File: src/rtl/uart_rx_byte.sv
// uart_rx_byte: 8N1 UART receiver with 16x oversampling.
//
// The asynchronous rx pin is synchronized, and the receiver locates the middle
// of the start bit. Eight data bits are then sampled LSB-first, one bit period
// apart, followed by the stop bit. A good frame updates the held byte and for
// one cycle presents a strobed copy alongside rxDone. A bad stop bit pulses
// frameErr, and the receiver waits for the line to go idle (high) again.
//
// Parameters
//   CLK_FREQ    clock frequency in Hz
//   BAUD        line bit rate
//   OVERSAMPLE  ticks per bit (only 16 is supported)
//
// Ports
//   clk          rising-edge clock
//   reset        synchronous, active-high
//   rx           asynchronous serial input, idles high
//   outDato      last good byte, held until the next good frame
//   outDatoStrb  received byte during the rxDone cycle, 0x00 otherwise
//   rxDone       one-cycle pulse per good frame
//   frameErr     one-cycle pulse per frame with a low stop bit
module uart_rx_byte #(
  parameter int CLK_FREQ   = 50_000_000,
  parameter int BAUD       = 9600,
  parameter int OVERSAMPLE = 16
) (
  input  logic       clk,
  input  logic       reset,
  input  logic       rx,
  output logic [7:0] outDato,
  output logic [7:0] outDatoStrb,
  output logic       rxDone,
  output logic       frameErr
);

  // Clocks per oversample tick. Integer floor; must be at least 2.
  localparam int D  = CLK_FREQ / (BAUD * 16);
  localparam int DW = (D > 2) ? $clog2(D) : 1;

  localparam logic [DW-1:0] DIV_LAST  = DW'(D - 1);
  localparam logic [3:0]    TICK_LAST = 4'(OVERSAMPLE - 1);     // 16th tick of a bit
  localparam logic [3:0]    TICK_MID  = 4'(OVERSAMPLE / 2 - 1); // 8th tick: mid start bit

  typedef enum logic [2:0] {
    ST_IDLE,
    ST_START,
    ST_DATA,
    ST_STOP,
    ST_BREAK
  } state_t;

  // Synchronizer
  logic          sync1_q, sync1_d;
  logic          sync2_q, sync2_d;
  logic          rxs;

  // Receiver state
  state_t        state_q, state_d;
  logic [DW-1:0] div_q,   div_d;
  logic [3:0]    tick_q,  tick_d;
  logic [2:0]    bit_q,   bit_d;
  logic [7:0]    shreg_q, shreg_d;

  // Registered outputs
  logic [7:0]    dato_q,  dato_d;
  logic [7:0]    strb_q,  strb_d;
  logic          done_q,  done_d;
  logic          ferr_q,  ferr_d;

  logic          tick;

  assign rxs = sync2_q;

  // The divider wraps once every D clocks. That wrap is the oversample tick.
  assign tick = (div_q == DIV_LAST);

  always_comb begin
    sync1_d = rx;
    sync2_d = sync1_q;

    state_d = state_q;
    div_d   = div_q;
    tick_d  = tick_q;
    bit_d   = bit_q;
    shreg_d = shreg_q;
    dato_d  = dato_q;
    // The strobe and pulses are single-cycle and default to idle.
    strb_d  = 8'h00;
    done_d  = 1'b0;
    ferr_d  = 1'b0;

    // The divider is held at zero in IDLE. While a frame is in progress it
    // free-runs, so bit timing stays referenced to the detected start edge.
    if (state_q == ST_IDLE) begin
      div_d = '0;
    end else if (tick) begin
      div_d = '0;
    end else begin
      div_d = div_q + DW'(1);
    end

    case (state_q)
      ST_IDLE: begin
        if (!rxs) begin
          state_d = ST_START;
          div_d   = '0;
          tick_d  = 4'd0;
          bit_d   = 3'd0;
        end
      end

      ST_START: begin
        if (tick) begin
          if (tick_q == TICK_MID) begin
            // If the line is still low at mid start bit, treat this as a real
            // start bit. If it has gone high, it was a glitch: drop it silently.
            tick_d = 4'd0;
            if (!rxs) begin
              state_d = ST_DATA;
            end else begin
              state_d = ST_IDLE;
            end
          end else begin
            tick_d = tick_q + 4'd1;
          end
        end
      end

      ST_DATA: begin
        if (tick) begin
          if (tick_q == TICK_LAST) begin
            tick_d  = 4'd0;
            // Data arrives LSB-first, so shift in from the top.
            shreg_d = {rxs, shreg_q[7:1]};
            bit_d   = bit_q + 3'd1;
            if (bit_q == 3'd7) begin
              state_d = ST_STOP;
            end
          end else begin
            tick_d = tick_q + 4'd1;
          end
        end
      end

      ST_STOP: begin
        if (tick) begin
          if (tick_q == TICK_LAST) begin
            tick_d = 4'd0;
            if (rxs) begin
              dato_d  = shreg_q;
              strb_d  = shreg_q;
              done_d  = 1'b1;
              // Returning at mid stop bit leaves half a bit of margin for a
              // back-to-back start edge.
              state_d = ST_IDLE;
            end else begin
              ferr_d  = 1'b1;
              state_d = ST_BREAK;
            end
          end else begin
            tick_d = tick_q + 4'd1;
          end
        end
      end

      ST_BREAK: begin
        // A low stop bit may be a break condition. Do not look for a new start
        // bit until the line has returned high.
        tick_d = 4'd0;
        if (rxs) begin
          state_d = ST_IDLE;
        end
      end

      default: begin
        state_d = ST_IDLE;
      end
    endcase
  end

  always_ff @(posedge clk) begin
    if (reset) begin
      sync1_q <= 1'b1;
      sync2_q <= 1'b1;
      state_q <= ST_IDLE;
      div_q   <= '0;
      tick_q  <= 4'd0;
      bit_q   <= 3'd0;
      shreg_q <= 8'h00;
      dato_q  <= 8'h00;
      strb_q  <= 8'h00;
      done_q  <= 1'b0;
      ferr_q  <= 1'b0;
    end else begin
      sync1_q <= sync1_d;
      sync2_q <= sync2_d;
      state_q <= state_d;
      div_q   <= div_d;
      tick_q  <= tick_d;
      bit_q   <= bit_d;
      shreg_q <= shreg_d;
      dato_q  <= dato_d;
      strb_q  <= strb_d;
      done_q  <= done_d;
      ferr_q  <= ferr_d;
    end
  end

  assign outDato     = dato_q;
  assign outDatoStrb = strb_q;
  assign rxDone      = done_q;
  assign frameErr    = ferr_q;

endmodule

File: config.mk
export PLATFORM = sky130hd
export DESIGN_NAME = uart_rx_byte
export DESIGN_NICKNAME = d
export VERILOG_FILES = /design/src/rtl/uart_rx_byte.sv
export SDC_FILE = /design/constraint.sdc
export NUM_CORES = 1
export LEC_CHECK = 0
export ABC_AREA = 1
export CORE_ASPECT_RATIO = 2
export CORE_UTILIZATION = 23
export DETAILED_ROUTE_END_ITERATION = 6
export GPL_TIMING_DRIVEN = 0
export PLACE_DENSITY = 0.37
export SETUP_SLACK_MARGIN = 0.1
export SYNTH_ARGS = -nofsm -noshare
export SYNTH_HDL_FRONTEND = slang
export SYNTH_SLANG_ARGS = --single-unit
File: constraint.sdc
create_clock -name clk -period 4.05 [get_ports clk]
set_input_delay 0.6075 -clock clk [delete_from_list [all_inputs] [get_ports clk]]
set_output_delay 0.6075 -clock clk [all_outputs]
set_load 0.05 [all_outputs]
# Word level (Yosys, flattened, before mapping)
# Cells that the tools add are included.
word_totals:
  memories: 0
  regBits: 47
  rom_bits: 0
  word_cells: 75
  latch_bits: 0
  mem_bits_rw: 0
  input_bits: 3
classes:
  div: 0
  mul: 0
  eq_ne: 18
  add_sub_neg: 3
  n_lt_le_gt_ge: 0
  reduce_logical: 11
  bitwise: 4
  shifts: 0
  n_mux: 28
ops:
  columns: ["operator", "n"]
  rows:
  - ["$mux 3", 13]
  - ["$mux 9", 4]
  - ["$mux 4", 5]
  - ["$ne 2x2->1 const B", 9]
  - ["$pmux 4 s4", 1]
  - ["$pmux 3 s5", 1]
  - ["$reduce_and 4->1", 3]
  - ["$add 9x1->9 const B", 1]
  - ["$eq 9x9->1 const B", 1]
  - ["$reduce_and 9->1", 1]
  - ["$eq 3x2->1 const B", 2]
  - ["$eq 3x3->1 const B", 2]
  - ["$pmux 3 s2", 1]
  - ["$reduce_or 5->1", 1]
  - ["$add 4x1->4 const B", 1]
  - ["$eq 4x3->1 const B", 1]
  - ["$eq 4x4->1 const B", 1]
  - ["$not 1->1", 4]
  - ["$reduce_bool 4->1", 1]
  - ["$reduce_or 4->1", 1]
  - ["$add 3x1->3 const B", 1]
  - ["$eq 3x1->1 const B", 1]
  - ["$logic_not 3->1", 1]
  - ["$reduce_and 3->1", 1]
  - ["other kinds (5)", 6]

# Logic depth before layout (Yosys ltp)
# Gate-level depths: netlist of the first run.
depth:
  ltp_word: 5
  mapped_depth: 11

# Worst setup path after synthesis of the first run
# Ideal clock, no wire load.
synth_path:
  kind: "register -> register"
  start: "reg tick_q[0]"
  end: "reg dato_q[6], in the netlist outDato[6]"
  slack_ps: 2630
  arrival_ps: 1353
  path_stages_with_launch: 9
  n_path_buf: 1
  period_less_slack_ps: 1420
  cell_sequence: "dfxtp_1 > ha_1 > nand3_2 > inv_2 > nand3_2 > nor2_4 > nand2_2 > buf_6 > o21ai_2"
synth_between:
  elab_chain_cells: 2
synth_lines:
  columns: ["item", "line_no", "source"]
  rows:
  - ["from (decl)", "60", "logic [3:0] tick_q, tick_d;"]
  - ["from (signal assigned)", "199", "tick_q <= tick_d;"]
  - ["$eq 4x4->1", "147", "if (tick_q == TICK_LAST) begin"]
  - ["$reduce_and 4->1 (no line)", null, null]
  - ["to (signal assigned)", "202", "dato_q <= dato_d;"]
  - ["to (decl)", "65", "logic [7:0] dato_q, dato_d;"]
# Every way passes these cells.
# A chain may end at the register's enable or synchronous reset.

# Worst setup path after layout of the first run
layout_path:
  start: "reg dato_q[4], in the netlist outDato[4]"
  end: "out outDato[4]"
layout_rtl:
  columns: ["item", "line_no", "source"]
  rows:
  - ["to (decl)", "30", "output logic [7:0] outDato,"]
# No word-level cell between the ends.

==> impl_metrics.toml, run 1 <==
[status]
status = "finished, final reports clean"

[clocking]
cts.repair.resized = 0
ctsHtreeMaxLevel = 2
cts_setup_buffers = 0
ctsRootBufferMaster = "clkbuf_16"
cts.reportedPaths.clkPinSlew_ns = 0.07
tritoncts = "yes"
cts.path.max_buffers = 2
hold_buffers = 0
cts.sinks = 47
insertion_delay_ns = 0.29
cts_made_buffers = 5

[synth]
synth_cell_types = 31
synth_top_area_share_pct = 46.5
synth.net_count = 281
synth_commonest_cells = "60 x nor2_1, 47 x dfxtp_1, 45 x nand2_1"
async_flop_share_pct = 0
synth-seq-cells = 47
postSynthCellCount = 273
netlist_area_um2 = 2020
ys_seq_area_share_pct = 46.5
synth_top_cell_by_area = "dfxtp_1"
yosysWarnings = 0
synth_edf_count = 0
post-synth-top-count-cell = "nor2_1"
ys_top_cells_by_area = "dfxtp_1 47%, nor2_1 11%, nand2_1 8.4%, nand3_1 5.2%, o21ai_1 4.2%"
yosys_most_used_dff = "dfxtp_1"
postSynthAreaPerCell_um2 = 7.41

[critical_path]
r2r_end = "outDatoStrb[7]"
max_stage_delay_ns = 0.80
path_buf_inv = 1
path_cells = "clkdlybuf4s50_1"
crit_cells = 1
rr_startpoint = "tick_q[1]"
crit_family = "buffers and inverters"
rr_worst_depth = 8
worstPathArrival_ns = 1.44
worst_path_max_delay_cell = "clkdlybuf4s50_1"
startpoint = "outDato[4]"
required_ns = 3.44
endpoint_kind = "output pin"
r2r_slack_ns = 2.35
critPathLaunchType = "register"
crit_type = "register to output pin"
path_max_fanout = 2
setup.worst_path.end = "outDato[4]"

[layout]
area_growth_pct = 24.9
multiInputGateArea_um2 = 937
drive_above_1_share_pct = 12.3
antennaDiodeCount = 0
n_fill_cell = 961
nets = 308
ff_latch_area_um2 = 941
stdcell_count = 401
final_design_area_no_fill_um2 = 2520

[pwr]
ir_drop_mv = 0.344
p_leak_nw = 0.993
p_total_w = 0.00131
power.density_nw_per_um2 = 518

[placement]
dp.cells = 393
io_buffers = 20
hpwl_um = 3810
place_congestion = 0.853
dpl_cell_area_um2 = 2350

[global_route]
grt_pass1_wl_um = 8630
overflow = 0
grt_max_degree = 16
grt_antenna_before_repair = 0
grt_pass1_vias = 1857
groute.usage.overall_pct = 12.8

[floorplan]
ios = 21
die_area_um2 = 9190
initial_core_util_pct = 23.5
rows = 48
die_h_um = 135
core_um2 = 8590
die_x_um = 68.3

[sta]
period_share_pct = 50.5
fin_setup_tns_ns = 0
worst_hold_slack_ns = 0.413
max_freq_mhz = 489
timing.final.hold_violations = 0
maxSlewHeadroom_pct = 64.5
setup_viol = 0
drv_slew = 0
rsz0062_at_grt = "no"
fin_crit_ns = 2.04
worst_slew_pin_slew_ns = 0.533
skew_ns = 0.00677

[routing]
postRouteAntennaNets = 0
routed_via_density = 4.39
routed_wl_um = 5000
route.detailed.drc = 0
wl_per_cell_um = 12.5
dr.pass1.iters = 6
drtIter0Drc = 73
vias = 1761

[job]
cap_violations = 0

[min_path]
hold_path.class = "register to register"
[stage by stage]
stage	utilization [%]	worst slack (ns)
global placement	27.3	1.72
finish	29.4	2.01
global route	29.4	1.90
CTS	29.4	1.98
floorplan	-	2.63
detailed placement	27.3	1.73
[sequential cells by signal (all words and copies together) (netlist names)]
register / count
div_q: 9
shreg_q: 8
tick_q: 4
rxs: 1
frameErr: 1
rxDone: 1
sync1_q: 1
outDatoStrb: 8
bit_q: 3
outDato: 8
state_q: 3
[per-layer routing]
metal,wire [um],up-vias,GRT usage [%]
met3,110,14,2.03
li1,-,917,-
met4,230,0,8.22
met2,2760,24,23.4
met5,0,-,0
met1,1890,806,12.4
[kinds of logic after synthesis]
kind of cell	count (synthesis)	share of synthesized area, %
XOR/XNOR	2	0.866
AND/OR/NAND/NOR	152	34.0
buffers and inverters	36	7.12
flip-flops	47	46.5
adder cells (fa/ha/maj)	5	3.09
AO/OA/AOI/OAI	31	8.35
[layout make-up]
| type | count | area share (%) |
|---|---|---|
| multi-input cells | 190 | 37.1 |
| plain buffers | 4 | 0.942 |
| repair buffers | 20 | 7.93 |
| clock inverters | 2 | 1.54 |
| clock buffers | 6 | 5.50 |
| flip-flops and latches | 47 | 37.3 |
| well taps | 100 | 4.96 |
| inverters | 32 | 4.76 |
[worst min path at each step]
stage                     startpoint  end  slack, ns  cells after the start
after global routing         sync1_q  rxs       0.45                      1
after CTS                    sync1_q  rxs       0.42                      1
after detailed placement     sync1_q  rxs       0.40                      1
final                        sync1_q  rxs       0.41                      1
after floorplan              sync1_q  rxs       0.39                      1
after global placement       sync1_q  rxs       0.39                      1
[cells in the final DEF, fill, tap and decap left out, types with 4 or more instances in the layout]
master / n
nand3_1: 21
a21oi_1: 6
clkdlybuf4s50_1: 20
dfxtp_1: 47
inv_1: 21
o21ai_1: 17
ha_1: 5
nor2_1: 60
clkbuf_16: 5
nor2_2: 6
nand2_1: 45
inv_2: 10
nor3_1: 4
[where the power goes]
group	total, W	switching (W)	leakage (nW)	internal [W]
Clock	0.000496	0.000185	0.0875	0.000311
Combinational	0.000288	0.000193	0.525	0.0000954
Sequential	0.000524	0.0000298	0.381	0.000494
Total	0.00131	0.000408	0.993	0.000900
No activity file was read; power rests on OpenSTA's default activity.
==> run 2, diff against run 1 <==
- clock period: 4.05 -> 2 ns (I/O delays scaled with it)
==> results of run 2 <==
The final DEF is identical to that of run 1. Status: finished, final reports clean.
Main changes from that run: setup slack after placement 1.73 ns -> -0.00929 ns; setup slack after layout 2.01 ns -> 0.263 ns; register-to-register setup slack 2.35 ns -> 0.30 ns; total power 0.00131 W -> 0.00265 W; worst IR drop on VDD 0.344 mV -> 0.696 mV
==> run 3, diff against run 2 <==
- SETUP_SLACK_MARGIN: 0.1 -> 0.4
==> run 3 against run 2 <==
Effect of this change:
- sequential power about the same
- die area unchanged
- combinational power increased by 11%
- clock skew about the same
- largest cell class is now multi-input gates
==> impl_metrics.toml, run 3 (synthesis results as in run 1) <==
[status]
status = "finished, final reports clean"

[critical_path]
critPathLaunchType = "register"
crit_family = "simple AND/OR/NAND/NOR gates"
path_buf_inv = 2
max_stage_delay_ns = 0.33
startpoint = "div_q[0]"
required_ns = 2.22
worst_path_max_delay_cell = "dfxtp_1"
path_cells = "inv_1, ha_1, nand2_1, nor2_4, nand2_4, nor2_4, nand2_4, buf_6, nor2_1"
crit_type = "register to register"
rr_startpoint = "div_q[0]"
r2r_end = "outDatoStrb[7]"
path_max_fanout = 10
rr_worst_depth = 9
worstPathArrival_ns = 1.69
setup.worst_path.end = "outDatoStrb[7]"
r2r_slack_ns = 0.54
crit_cells = 9
endpoint_kind = "register"

[layout]
largest_reg_flops = 9
stdcell_count = 402
multiInputGateArea_um2 = 1020
ff_latch_area_um2 = 946
final_core_util_pct = 30.3
area_growth_pct = 28.6
n_fill_cell = 970
max_flop_register = "div_q"
drive_above_1_share_pct = 16.9
final_cell_mix = "58 x nor2_1, 44 x nand2_1, 43 x dfxtp_1"
final_common_cell = "nor2_1"
nets = 309
antennaDiodeCount = 0

[sta]
period_share_pct = 73.2
drv_slew = 0
max_freq_mhz = 683
rsz0062_at_grt = "yes"
skew_ns = 0.00712
setup_viol = 0
fin_ws_ns = 0.535
fin_crit_ns = 1.46
maxSlewHeadroom_pct = 65.8
timing.final.hold_violations = 0
worst_slew_pin_slew_ns = 0.513

[routing]
routed_via_density = 4.44
routed_wl_um = 5050
drtIter0Drc = 44
wl_per_cell_um = 12.6
route.detailed.drc = 0
postRouteAntennaNets = 0
dr.pass1.iters = 6
vias = 1783

[clocking]
cts.reportedPaths.clkPinSlew_ns = 0.06
ctsHtreeMaxLevel = 2
insertion_delay_ns = 0.29
cts.path.max_buffers = 2
tritoncts = "yes"
cts.sinks = 47
cts_made_buffers = 5
ctsRootBufferMaster = "clkbuf_16"

[global_route]
overflow = 0
grt_antenna_before_repair = 0
grt_pass1_wl_um = 8650
groute.usage.overall_pct = 12.8
grt_pass1_vias = 1842
grt_max_degree = 16

[floorplan]
ios = 21
core_um2 = 8590
initial_core_util_pct = 23.5
die_area_um2 = 9190
rows = 48
die_h_um = 135
die_x_um = 68.3

[placement]
io_buffers = 20
place_congestion = 0.853
dp.cells = 393
hpwl_um = 3810
pre_cts_slack_ns = -0.00929

[pwr]
ir_drop_mv = 0.700
power.density_nw_per_um2 = 1050
p_leak_nw = 1.13

[min_path]
hold_path.class = "register to register"

[job]
cap_violations = 0
-- run 3: cell count changes in the layout (fill, tap and decap cells not counted), sizes merged --
cell and change:
clkbuf +1, clkdlybuf4s50 -18, dlygate4sd2 +18
-- run 3: worst min path at each step --
stage                     depth (start not counted)  startpoint        end  slack (ns)
after floorplan                                   1       reset  tick_q[2]        0.37
after global placement                            1     sync1_q        rxs        0.39
after detailed placement                          1     sync1_q        rxs        0.40
after CTS                                         1     sync1_q        rxs        0.42
after global routing                              1     sync1_q        rxs        0.45
final                                             1     sync1_q        rxs        0.41
-- run 3: what timing repair did --
action / CTS / global route
endpoints found under the setup margin: 37 / 34
hold buffers: 0 / 0
setup buffers: 0 / 1
resized for setup: 26 / 16
hold endpoints to repair: 0 / 0
pin swaps: 0 / 1
-- run 3: area by class of cell --
type	instances	share of cell area [%]
flip-flops and latches	47	36.4
inverters	32	4.67
multi-input cells	190	39.1
clock inverters	2	1.49
repair buffers	21	7.12
plain buffers	4	1.06
well taps	100	4.81
clock buffers	6	5.34
-- run 3: worst reg2reg max path, cell delays in order (launching register included) --
cell	delay (ns)
dfxtp_1	0.33
inv_1	0.06
ha_1	0.14
nand2_1	0.08
nor2_4	0.12
nand2_4	0.11
nor2_4	0.17
nand2_4	0.11
buf_6	0.17
nor2_1	0.10
-- run 3: power breakdown --
part	switching, W	internal, W
Clock	0.000376	0.000629
Combinational	0.000421	0.000225
Sequential	0.0000734	0.00100
-- run 3: metrics by stage --
step | power [W] | instance area, um^2 | hold slack (ns) | setup TNS, ns
after detailed placement | 0.00168 | 2350 | 0.399 | -0.00929
after global placement | 0.00168 | 2350 | 0.395 | -0.0248
after global routing | 0.00292 | 2600 | 0.445 | 0
after CTS | 0.00273 | 2540 | 0.419 | 0
after floorplan | 0.00153 | 2020 | 0.369 | 0
final | 0.00273 | 2600 | 0.415 | 0
-- run 3: layer usage --
layer	GRT usage [%]	wire length, um
met2	23.4	2810
met1	12.5	1910
met4	8.10	218
met3	1.94	121
met5	0	0
